File: src/rtl/fixup_pkg.sv
// Shared types and line levels for the fixup serial transmit path.
// Optional feature macro: FIXUP_PARITY_EN (adds the even-parity state).
package fixup_pkg;

  typedef enum logic [2:0] {
    StIdle,
    StStart,
    StData,
`ifdef FIXUP_PARITY_EN
    StParity,
`endif
    StStop
  } fixup_tx_state_t;

  localparam logic FIXUP_IDLE_LEVEL  = 1'b1;
  localparam logic FIXUP_START_LEVEL = 1'b0;
  localparam logic FIXUP_STOP_LEVEL  = 1'b1;

endpackage

File: src/rtl/mod_fixup_bit_timer.sv
// Per-bit cycle timer: counts 0..CLKS_PER_BIT-1 and flags the last cycle of each bit.
module mod_fixup_bit_timer #(
  parameter int unsigned CLKS_PER_BIT = 4
) (
  input  logic clk,
  input  logic rst,
  input  logic clear,
  output logic tick
);

  localparam int unsigned CntW = $clog2(CLKS_PER_BIT + 1);
  localparam logic [CntW-1:0] LastCnt = CntW'(CLKS_PER_BIT - 1);

  logic [CntW-1:0] r_cnt;

  // Count cycles within a bit; wrap on the last cycle so consecutive bits restart at zero.
  always_ff @(posedge clk) begin
    if (rst || clear) begin
      r_cnt <= '0;
    end else if (tick) begin
      r_cnt <= '0;
    end else begin
      r_cnt <= r_cnt + CntW'(1);
    end
  end

  assign tick = (r_cnt == LastCnt);

endmodule

File: src/rtl/mod_fixup_serializer.sv
// Parallel-to-serial framer: start bit, data LSB first, optional even parity, stop bit.
// Optional feature macro: FIXUP_PARITY_EN (inserts one even-parity bit before stop).
import fixup_pkg::*;

module mod_fixup_serializer #(
  parameter int unsigned DATA_W       = 8,
  parameter int unsigned CLKS_PER_BIT = 4
) (
  input  logic              clk,
  input  logic              rst,
  input  logic [DATA_W-1:0] tx_data,
  input  logic              tx_valid,
  output logic              tx_ready,
  output logic              fs_out,
  output logic              fs_busy,
  output logic              fs_done
);

  localparam int unsigned IdxW = $clog2(DATA_W + 1);
  localparam logic [IdxW-1:0] LastIdx = IdxW'(DATA_W - 1);

  fixup_tx_state_t   r_state;
  logic [DATA_W-1:0] r_shift;
  logic [IdxW-1:0]   r_idx;
  logic              r_fs_out;
`ifdef FIXUP_PARITY_EN
  logic              r_parity;
`endif

  logic              w_tick;
  logic              w_hs;
  logic              w_timer_clear;
  logic [DATA_W-1:0] w_shift_nxt;

  // Timer is held at zero while idle, so it starts fresh with the start bit; every later
  // state change coincides with its wrap.
  assign w_timer_clear = (r_state == StIdle);

  mod_fixup_bit_timer #(
    .CLKS_PER_BIT(CLKS_PER_BIT)
  ) u_bit_timer (
    .clk  (clk),
    .rst  (rst),
    .clear(w_timer_clear),
    .tick (w_tick)
  );

  assign tx_ready    = (r_state == StIdle) && !rst;
  assign w_hs        = tx_valid && tx_ready;
  assign w_shift_nxt = r_shift >> 1;

  // Frame FSM; fs_out is loaded with the level of the state being entered.
  always_ff @(posedge clk) begin
    if (rst) begin
      r_state  <= StIdle;
      r_shift  <= '0;
      r_idx    <= '0;
      r_fs_out <= FIXUP_IDLE_LEVEL;
`ifdef FIXUP_PARITY_EN
      r_parity <= 1'b0;
`endif
    end else begin
      unique case (r_state)
        StIdle: begin
          if (w_hs) begin
            r_state  <= StStart;
            r_shift  <= tx_data;
            r_fs_out <= FIXUP_START_LEVEL;
`ifdef FIXUP_PARITY_EN
            r_parity <= ^tx_data;
`endif
          end
        end
        StStart: begin
          if (w_tick) begin
            r_state  <= StData;
            r_idx    <= '0;
            r_fs_out <= r_shift[0];
          end
        end
        StData: begin
          if (w_tick) begin
            if (r_idx == LastIdx) begin
`ifdef FIXUP_PARITY_EN
              r_state  <= StParity;
              r_fs_out <= r_parity;
`else
              r_state  <= StStop;
              r_fs_out <= FIXUP_STOP_LEVEL;
`endif
            end else begin
              r_shift  <= w_shift_nxt;
              r_idx    <= r_idx + IdxW'(1);
              r_fs_out <= w_shift_nxt[0];
            end
          end
        end
`ifdef FIXUP_PARITY_EN
        StParity: begin
          if (w_tick) begin
            r_state  <= StStop;
            r_fs_out <= FIXUP_STOP_LEVEL;
          end
        end
`endif
        StStop: begin
          if (w_tick) begin
            r_state  <= StIdle;
            r_fs_out <= FIXUP_IDLE_LEVEL;
          end
        end
        default: begin
          r_state  <= StIdle;
          r_fs_out <= FIXUP_IDLE_LEVEL;
        end
      endcase
    end
  end

  assign fs_out  = r_fs_out;
  assign fs_busy = (r_state != StIdle);
  // Last cycle of the stop bit; decoded from registered state and timer.
  assign fs_done = (r_state == StStop) && w_tick;

endmodule

File: config.mk
export PLATFORM = sky130hd
export DESIGN_NAME = mod_fixup_serializer
export DESIGN_NICKNAME = d
export VERILOG_FILES = /design/src/rtl/fixup_pkg.sv /design/src/rtl/mod_fixup_bit_timer.sv /design/src/rtl/mod_fixup_serializer.sv
export SDC_FILE = /design/constraint.sdc
export NUM_CORES = 1
export LEC_CHECK = 0
export BUFFER_PORTS_ARGS = -buffer_cell sky130_fd_sc_hd__buf_4
export CAP_MARGIN = 20
export CORE_UTILIZATION = 49
export CTS_CLUSTER_SIZE = 8
export DETAILED_ROUTE_END_ITERATION = 10
export PLACE_DENSITY_LB_ADDON = 0.05
export SLEW_MARGIN = 20
export SYNTH_ARGS = -nofsm -noshare
export SYNTH_HDL_FRONTEND = slang
export SYNTH_SLANG_ARGS = --single-unit
File: constraint.sdc
create_clock -name clk -period 1.86 [get_ports clk]
set_clock_uncertainty 0.1 [all_clocks]
set_input_delay 0.186 -clock clk [delete_from_list [all_inputs] [get_ports clk]]
set_output_delay 0.186 -clock clk [all_outputs]
set_load 0.05 [all_outputs]
==> results by group, run 1 <==
Power
  • Power Density: 1495 mW/mm^2
  • Clk pwr share: 13.3%
  • Switching share of total power: 40.73%
  • Internal Power: 1081 uW
  • Worst VDD drop: 0.001398 V
  • Psw: 742.6 uW
  • Logic pwr share: 56.0%
  • Leakage: 0.0004813 uW
  • Seq pwr share: 30.8%

Clock network
  • CTS Sinks: 18
  • CTS buffer count: 3
  • Clk_lat worst skew: 0.29 ns
  • Post-CTS Hold Buffers: 0
  • H-tree Lvls: 1
  • CTS tree: done
  • Post-CTS setup buffer count: 0
  • Reg clk slew, reported paths: 0.10 ns
  • Clock buffer depth: 2
  • Root Buffer: clkbuf_4

Floorplanning
  • Core ar.: 0.001802 sq mm
  • Die Y: 46.86 microns
  • Row cnt: 15
  • Die X: 46.86 microns
  • I/O pin count: 15
  • Die footprint: 0.002195 sq mm
  • Initial Utilization: 54.72%

Min path
  • Min-delay worst type: input pin to register
  • Hold Crit Depth: 3
  • WHS Endpoint: r_shift[7]
  • Hold path start: tx_data[7]

Synth
  • Synth Flop Type: dfxtp_1
  • Synth cell types: 33
  • Syn nets: 121
  • Synth top area cells: dfxtp_1 (37%), ha_1 (10%), mux2i_1 (9.1%)
  • Post-synth EDFFs: 0
  • Seq/Total Area, Yosys: 36.55%
  • Synth cell count leaders: dfxtp_1 (18), nor2_1 (14), mux2i_1 (9)
  • Syn. warnings: 0
  • Mapped Area: 985.9 sq um
  • Count leader, synth: dfxtp_1
  • Cells after Synth: 102
  • Top cell type's share of synthesized area: 36.55%
  • Syn Area/Cell: 9.666 sq um
  • Biggest area consumer among synthesized cells: dfxtp_1
  • #FFs+latches synth: 18
  • Post-synth ARST share: 0%

Global routing
  • Largest net degree at the start of global routing: 18
  • Vias in the first global route: 747
  • Gr ovfl total: 0
  • Antenna violations before repair: 0
  • Total track usage: 20.86%
  • Global-route wire length before repair: 3.187 mm

STA
  • Slew Viols, Final: 0
  • FMAX: 565.2 MHz
  • Final setup fails: 0
  • Tcrit/Tclk final: 95.12%
  • Hold Fails Final Rpt: 0
  • Final worst path period need: 1.769 ns
  • RSZ-0062 raised after global routing: yes
  • Rel. slew slack: 79.74%
  • Worst slew pin tran: 0.3008 ns

Drt
  • Wirelength per Cell: 12.42 microns
  • Routed WL: 1.789 mm
  • Remaining antenna violation count after routing: 0
  • Via count: 777
  • DRC violations left: 0
  • Via density: 5.396
  • Pre-antenna DRT Iters: 4
  • Starting DRT DRC Count: 20

Finish
  • Fill cells: 157
  • Layout cells sized above 1: 32.77%
  • # nets final: 139
  • Finished Layout Cells: 144
  • Antenna diodes: 0
  • Area delta synth->final: 23.73%
  • Post-Route Utilization: 67.71%

Setup path
  • R2R depth: 7
  • Reg2reg setup slack: 0.11 ns
  • Slowest stage delay, CP: 0.33 ns
  • Setup CP Type: register to output pin
  • Req. time, crit path: 1.57 ns
  • CP Capture Type: output pin
  • CP cell instances: ha_1 > ha_4 > buf_4 > and2_1 > buf_6
  • CP arrival: 1.48 ns
  • RR Endpoint: r_shift[1]
  • Max FO, Critical Path: 6
  • Startpoint types: register
  • Reg-to-Reg Start: r_state[0]
  • Critical path's slowest cell: dfxtp_1

Placed design
  • # placed instances: 140
  • # port buffers: 14
  • Detailed Place HPWL: 1.330 mm
  • GP Congestion: 0.8163

Outcome
  • Status: complete, no violations

Job
  • Max cap viols: 0
==> power groups by stage <==
| stage | Sequential [uW] | Clock [uW] | Combinational, uW |
|---|---|---|---|
| finish | 561 | 242 | 1020 |
| global route | 575 | 266 | 1130 |
| CTS | 560 | 255 | 961 |
| detailed placement | 569 | 0 | 952 |
| global placement | 565 | 0 | 934 |
| floorplan | 594 | 0 | 688 |
==> critical path: cells and delay by family, from the launching register on <==
family	cells	cell delay [ns]
fa+ha+maj	2	0.41
flops	1	0.33
buf+inv	2	0.30
simple gates	1	0.16
==> registers in the layout (all words and copies together) (netlist names) <==
name	flops
u_bit_timer.r_cnt	3
r_state	2
r_shift	8
r_idx	4
fs_out	1
==> cells by family (layout without fill, tap and decap cells) <==
group / count (synthesis) / in the layout / share of synthesized area [%]
buffers and inverters: 12 / 29 / 6.852
adders and majority gates: 8 / 8 / 10.15
AOI/OAI and AO/OA: 17 / 17 / 15.10
DFF: 18 / 18 / 36.55
and+or+nand+nor: 36 / 36 / 20.43
muxes: 9 / 9 / 9.137
xor gates and xnor gates: 2 / 2 / 1.777
==> layer usage <==
layer,wire length [microns],vias up,GRT usage [%]
li1,-,394,-
met1,889,367,26.06
met2,832,14,34.72
met3,54,2,2.692
met4,13,0,11.43
met5,0,-,0
==> worst max path at each step <==
stage                         startpoint          to  depth (start not counted)
floorplan                     r_state[0]  r_shift[3]                          8
global placement              r_state[0]  r_state[1]                          6
detailed placement            r_state[1]  r_state[1]                          6
CTS                           r_state[0]  r_state[1]                          6
global route                  r_state[0]    r_idx[2]                          7
finish              u_bit_timer.r_cnt[0]     fs_done                          5
==> through the flow <==
step | area [sq um] | total power, uW | TNS (ns) | worst slack, ns | hold slack [ns]
final | 1220 | 1824 | 0 | 0.09083 | 0.09345
after global routing | 1220 | 1967 | -0.02563 | -0.01442 | 0.09028
after CTS | 1175 | 1775 | 0 | 0.03062 | 0.08013
after detailed placement | 1134 | 1521 | 0 | 0.04908 | 0.3210
after global placement | 1134 | 1499 | 0 | 0.1262 | 0.3177
after floorplan | 988.4 | 1282 | 0 | 0.06866 | 0.2636
==> repair_timing <==
item / CTS / global route
hold endpoints to repair: 0 / 0
gates resized for setup: 2 / 9
endpoints found under the setup margin: 2 / 12
cloned: 0 / 0
==> cell usage in the layout (no fill, tap or decap), types with 2 or more instances in the layout <==
| cell type | n |
|---|---|
| clkbuf_4 | 3 |
| ha_4 | 2 |
| nor2_1 | 13 |
| buf_4 | 18 |
| nand2_1 | 3 |
| nor4_1 | 2 |
| and3_1 | 2 |
| ha_1 | 5 |
| a211oi_1 | 4 |
| o21ai_0 | 3 |
| inv_1 | 5 |
| nand4b_1 | 2 |
| dfxtp_1 | 17 |
| mux2i_1 | 9 |
| a211oi_2 | 4 |
| xnor2_1 | 2 |
| nand2b_1 | 2 |
| nor3_1 | 2 |
==> layout make-up <==
type / instances / area, sq um / area share [%]
multi-input cells: 72 / 605.6 / 49.64
inverters: 5 / 18.77 / 1.538
repair buffers: 20 / 166.4 / 13.64
clock buffers: 4 / 36.28 / 2.974
well taps: 25 / 31.28 / 2.564
flip-flops and latches: 18 / 361.6 / 29.64
No activity file was read; power rests on OpenSTA's default activity.
==> inputs of run 2 (changes only) <==
==> constraint.sdc (replaced) <==
create_clock -name clk -period 1.86 [get_ports clk]
set_clock_uncertainty 0.1 [all_clocks]
set_input_delay 0.186 -clock clk [delete_from_list [all_inputs] [get_ports clk]]
set_output_delay 0.186 -clock clk [all_outputs]
set_load 0.1 [all_outputs]
==> run 2 against run 1 <==
  * Largest cell class unchanged
  * Design area is 1.0% higher
  * Sequential cell count is the same
  * Die area stayed put
  * Sequential share of layout area is 0.20 points lower
  * Setup slack lost 0.0065 ns
  * Critical path type unchanged
  * Core utilization is 0.69 points higher
  * Sequential power rose by 2%
  * Fmax fell by 0.36%
  * Combinational power grew 15%
  * Worst hold slack got worse by 0.019 ns
  * Cell count down 0.69%
==> results by group, run 2 (synthesis results as in run 1) <==
Outcome
  • Status: complete, no violations

Clock network
  • CTS buffer count: 3 (unchanged)
  • Post-CTS Resized: 2 (unchanged)
  • Post-CTS setup buffer count: 0 (unchanged)
  • Clk_lat worst skew: 0.29 ns (about the same)
  • H-tree Lvls: 1 (unchanged)
  • CTS Sinks: 18 (unchanged)
  • Root Buffer: clkbuf_4
  • Clock buffer depth: 2 (unchanged)
  • Reg clk slew, reported paths: 0.11 ns (about the same)
  • Post-CTS Hold Buffers: 0 (unchanged)
  • CTS tree: done

Setup path
  • Cell family with most CP delay: adder cells
  • CP Capture Type: output pin
  • Critical path's slowest cell: dfxtp_1
  • Reg2reg setup slack: 0.13 ns (+0.02 ns)
  • CP arrival: 1.49 ns (about the same)
  • Reg-to-Reg Start: r_state[0]
  • Setup CP Type: register to output pin
  • CP bufs+invs: 2 (unchanged)
  • Startpoint types: register
  • Max FO, Critical Path: 6 (unchanged)
  • RR Endpoint: r_shift[6]
  • Req. time, crit path: 1.57 ns (about the same)
  • R2R depth: 8 (+1)
  • Slowest stage delay, CP: 0.33 ns (about the same)
  • CP cell instances: ha_2 > ha_4 > buf_4 > and2_1 > buf_12

Finish
  • Finished Layout Cells: 143 (-0.69%)
  • Most frequent cells in the layout: dfxtp_1 (16), buf_4 (16), nor2_1 (13)
  • Post-Route Utilization: 68.40% (+0.69 points)
  • Biggest register: r_shift
  • # nets final: 138 (-0.72%)
  • Multi-input gate area in the final layout: 608.1 sq um (+0.41%)
  • Layout cells sized above 1: 35.59% (+2.8 points)
  • Max reg flops: 8 (unchanged)
  • Largest regs: r_shift x8, r_idx x4, u_bit_timer.r_cnt x3
  • Area delta synth->final: 25.00%
  • Fill cells: 164 (+4.5%)
  • Antenna diodes: 0 (unchanged)
  • Sequential Area: 362.8 sq um (+0.35%)

Min path
  • WHS Endpoint: r_shift[7]
  • Min-delay worst type: input pin to register
  • Hold Crit Depth: 3 (unchanged)
  • Hold path start: tx_data[7]

Drt
  • Starting DRT DRC Count: 11 (-45%)
  • Pre-antenna DRT Iters: 4 (unchanged)
  • Routed WL: 1.922 mm (+7.4%)
  • Via count: 759 (-2.3%)
  • Wirelength per Cell: 13.44 microns (+8.2%)
  • Remaining antenna violation count after routing: 0 (unchanged)
  • Via density: 5.308 (-1.6%)
  • DRC violations left: 0 (unchanged)

STA
  • Tcrit/Tclk final: 95.46% (+0.35 points)
  • Final worst path period need: 1.776 ns (+0.006464 ns)
  • Hold Fails Final Rpt: 0 (unchanged)
  • Final setup fails: 0 (unchanged)
  • Worst slew pin tran: 0.3034 ns (+0.002586 ns)
  • Slew Viols, Final: 0 (unchanged)
  • RSZ-0062 raised after global routing: no
  • FMAX: 563.2 MHz (-0.36%)
  • Final worst setup slack: 0.08437 ns (-0.006464 ns)
  • Rel. slew slack: 79.56% (-0.17 points)

Placed design
  • Detailed Place HPWL: 1.362 mm (+2.4%)
  • # placed instances: 139 (-0.71%)
  • DP Worst Slack: 0.03255 ns (-0.01654 ns)
  • GP Congestion: 0.7989 (-2.1%)
  • # port buffers: 14 (unchanged)

Power
  • Total Power: 1987 uW (+9.0%)
  • Worst VDD drop: 0.0008789 V (-37%)
  • Power Density: 1612 mW/mm^2 (+7.9%)
  • Leakage: 0.0004684 uW (-2.7%)

Global routing
  • Antenna violations before repair: 0 (unchanged)
  • Largest net degree at the start of global routing: 18 (unchanged)
  • Vias in the first global route: 706 (-5.5%)
  • Total track usage: 19.19% (-1.7 points)
  • Gr ovfl total: 0 (unchanged)
  • Global-route wire length before repair: 2.953 mm (-7.3%)

Floorplanning
  • Row cnt: 15 (unchanged)
  • Die footprint: 0.002195 sq mm (unchanged)
  • Die Y: 46.86 microns (unchanged)
  • Die X: 46.86 microns (unchanged)
  • Core ar.: 0.001802 sq mm (unchanged)
  • I/O pin count: 15 (unchanged)
  • Initial Utilization: 54.72% (unchanged)

Job
  • Max cap viols: 0 (unchanged)
-- run 2: changes by cell type in the layout (fill, tap and decap cells not counted), sizes merged --
cell      change
inv           -1
clkinvlp      +1
buf           -1
-- run 2: stage by stage --
step | instance area (sq um) | TNS [ns] | hold slack, ns
floorplan | 1016 | -0.1653 | 0.2636
global placement | 1150 | 0 | 0.3166
detailed placement | 1150 | 0 | 0.3266
CTS | 1192 | 0 | 0.06805
global route | 1232 | 0 | 0.1017
finish | 1232 | 0 | 0.07460
-- run 2: how the worst max path moves through the flow --
stage | to | from | cells after the start | slack (ns)
2_1_floorplan | tx_ready | r_state[1] | 5 | -0.17
3_3_place_gp | r_state[1] | r_state[0] | 6 | 0.13
6_report | fs_done | u_bit_timer.r_cnt[0] | 5 | 0.08
5_1_grt | tx_ready | r_state[0] | 6 | 0.007
3_5_place_dp | r_state[1] | r_state[0] | 6 | 0.03
4_1_cts | r_state[1] | r_state[0] | 6 | 0.02
-- run 2: per-layer routing --
| metal | routed length, microns | global-route usage (%) | up-vias |
|---|---|---|---|
| met5 | 0 | 0 | - |
| met4 | 13 | 6.857 | 0 |
| met3 | 33 | 3.462 | 2 |
| met2 | 910 | 31.94 | 10 |
| met1 | 964 | 24.94 | 348 |
| li1 | - | - | 399 |
-- run 2: cell type report --
cell class | count | share of cell area, %
multi-input cells | 72 | 49.34
flip-flops and latches | 18 | 29.44
repair buffers | 19 | 13.91
clock buffers | 4 | 2.944
well taps | 25 | 2.538
inverters | 5 | 1.827
-- run 2: tightest hold or removal path, stage by stage --
cell      delay (ns)
buf_4           0.11
nand4b_1        0.08
a21oi_1         0.06
-- run 2: power by group --
part / total, uW / switching [uW] / internal, uW
Combinational: 1170 / 704 / 465
Sequential: 572 / 70.5 / 502
Clock: 245 / 126 / 119
Total: 1990 / 901 / 1090
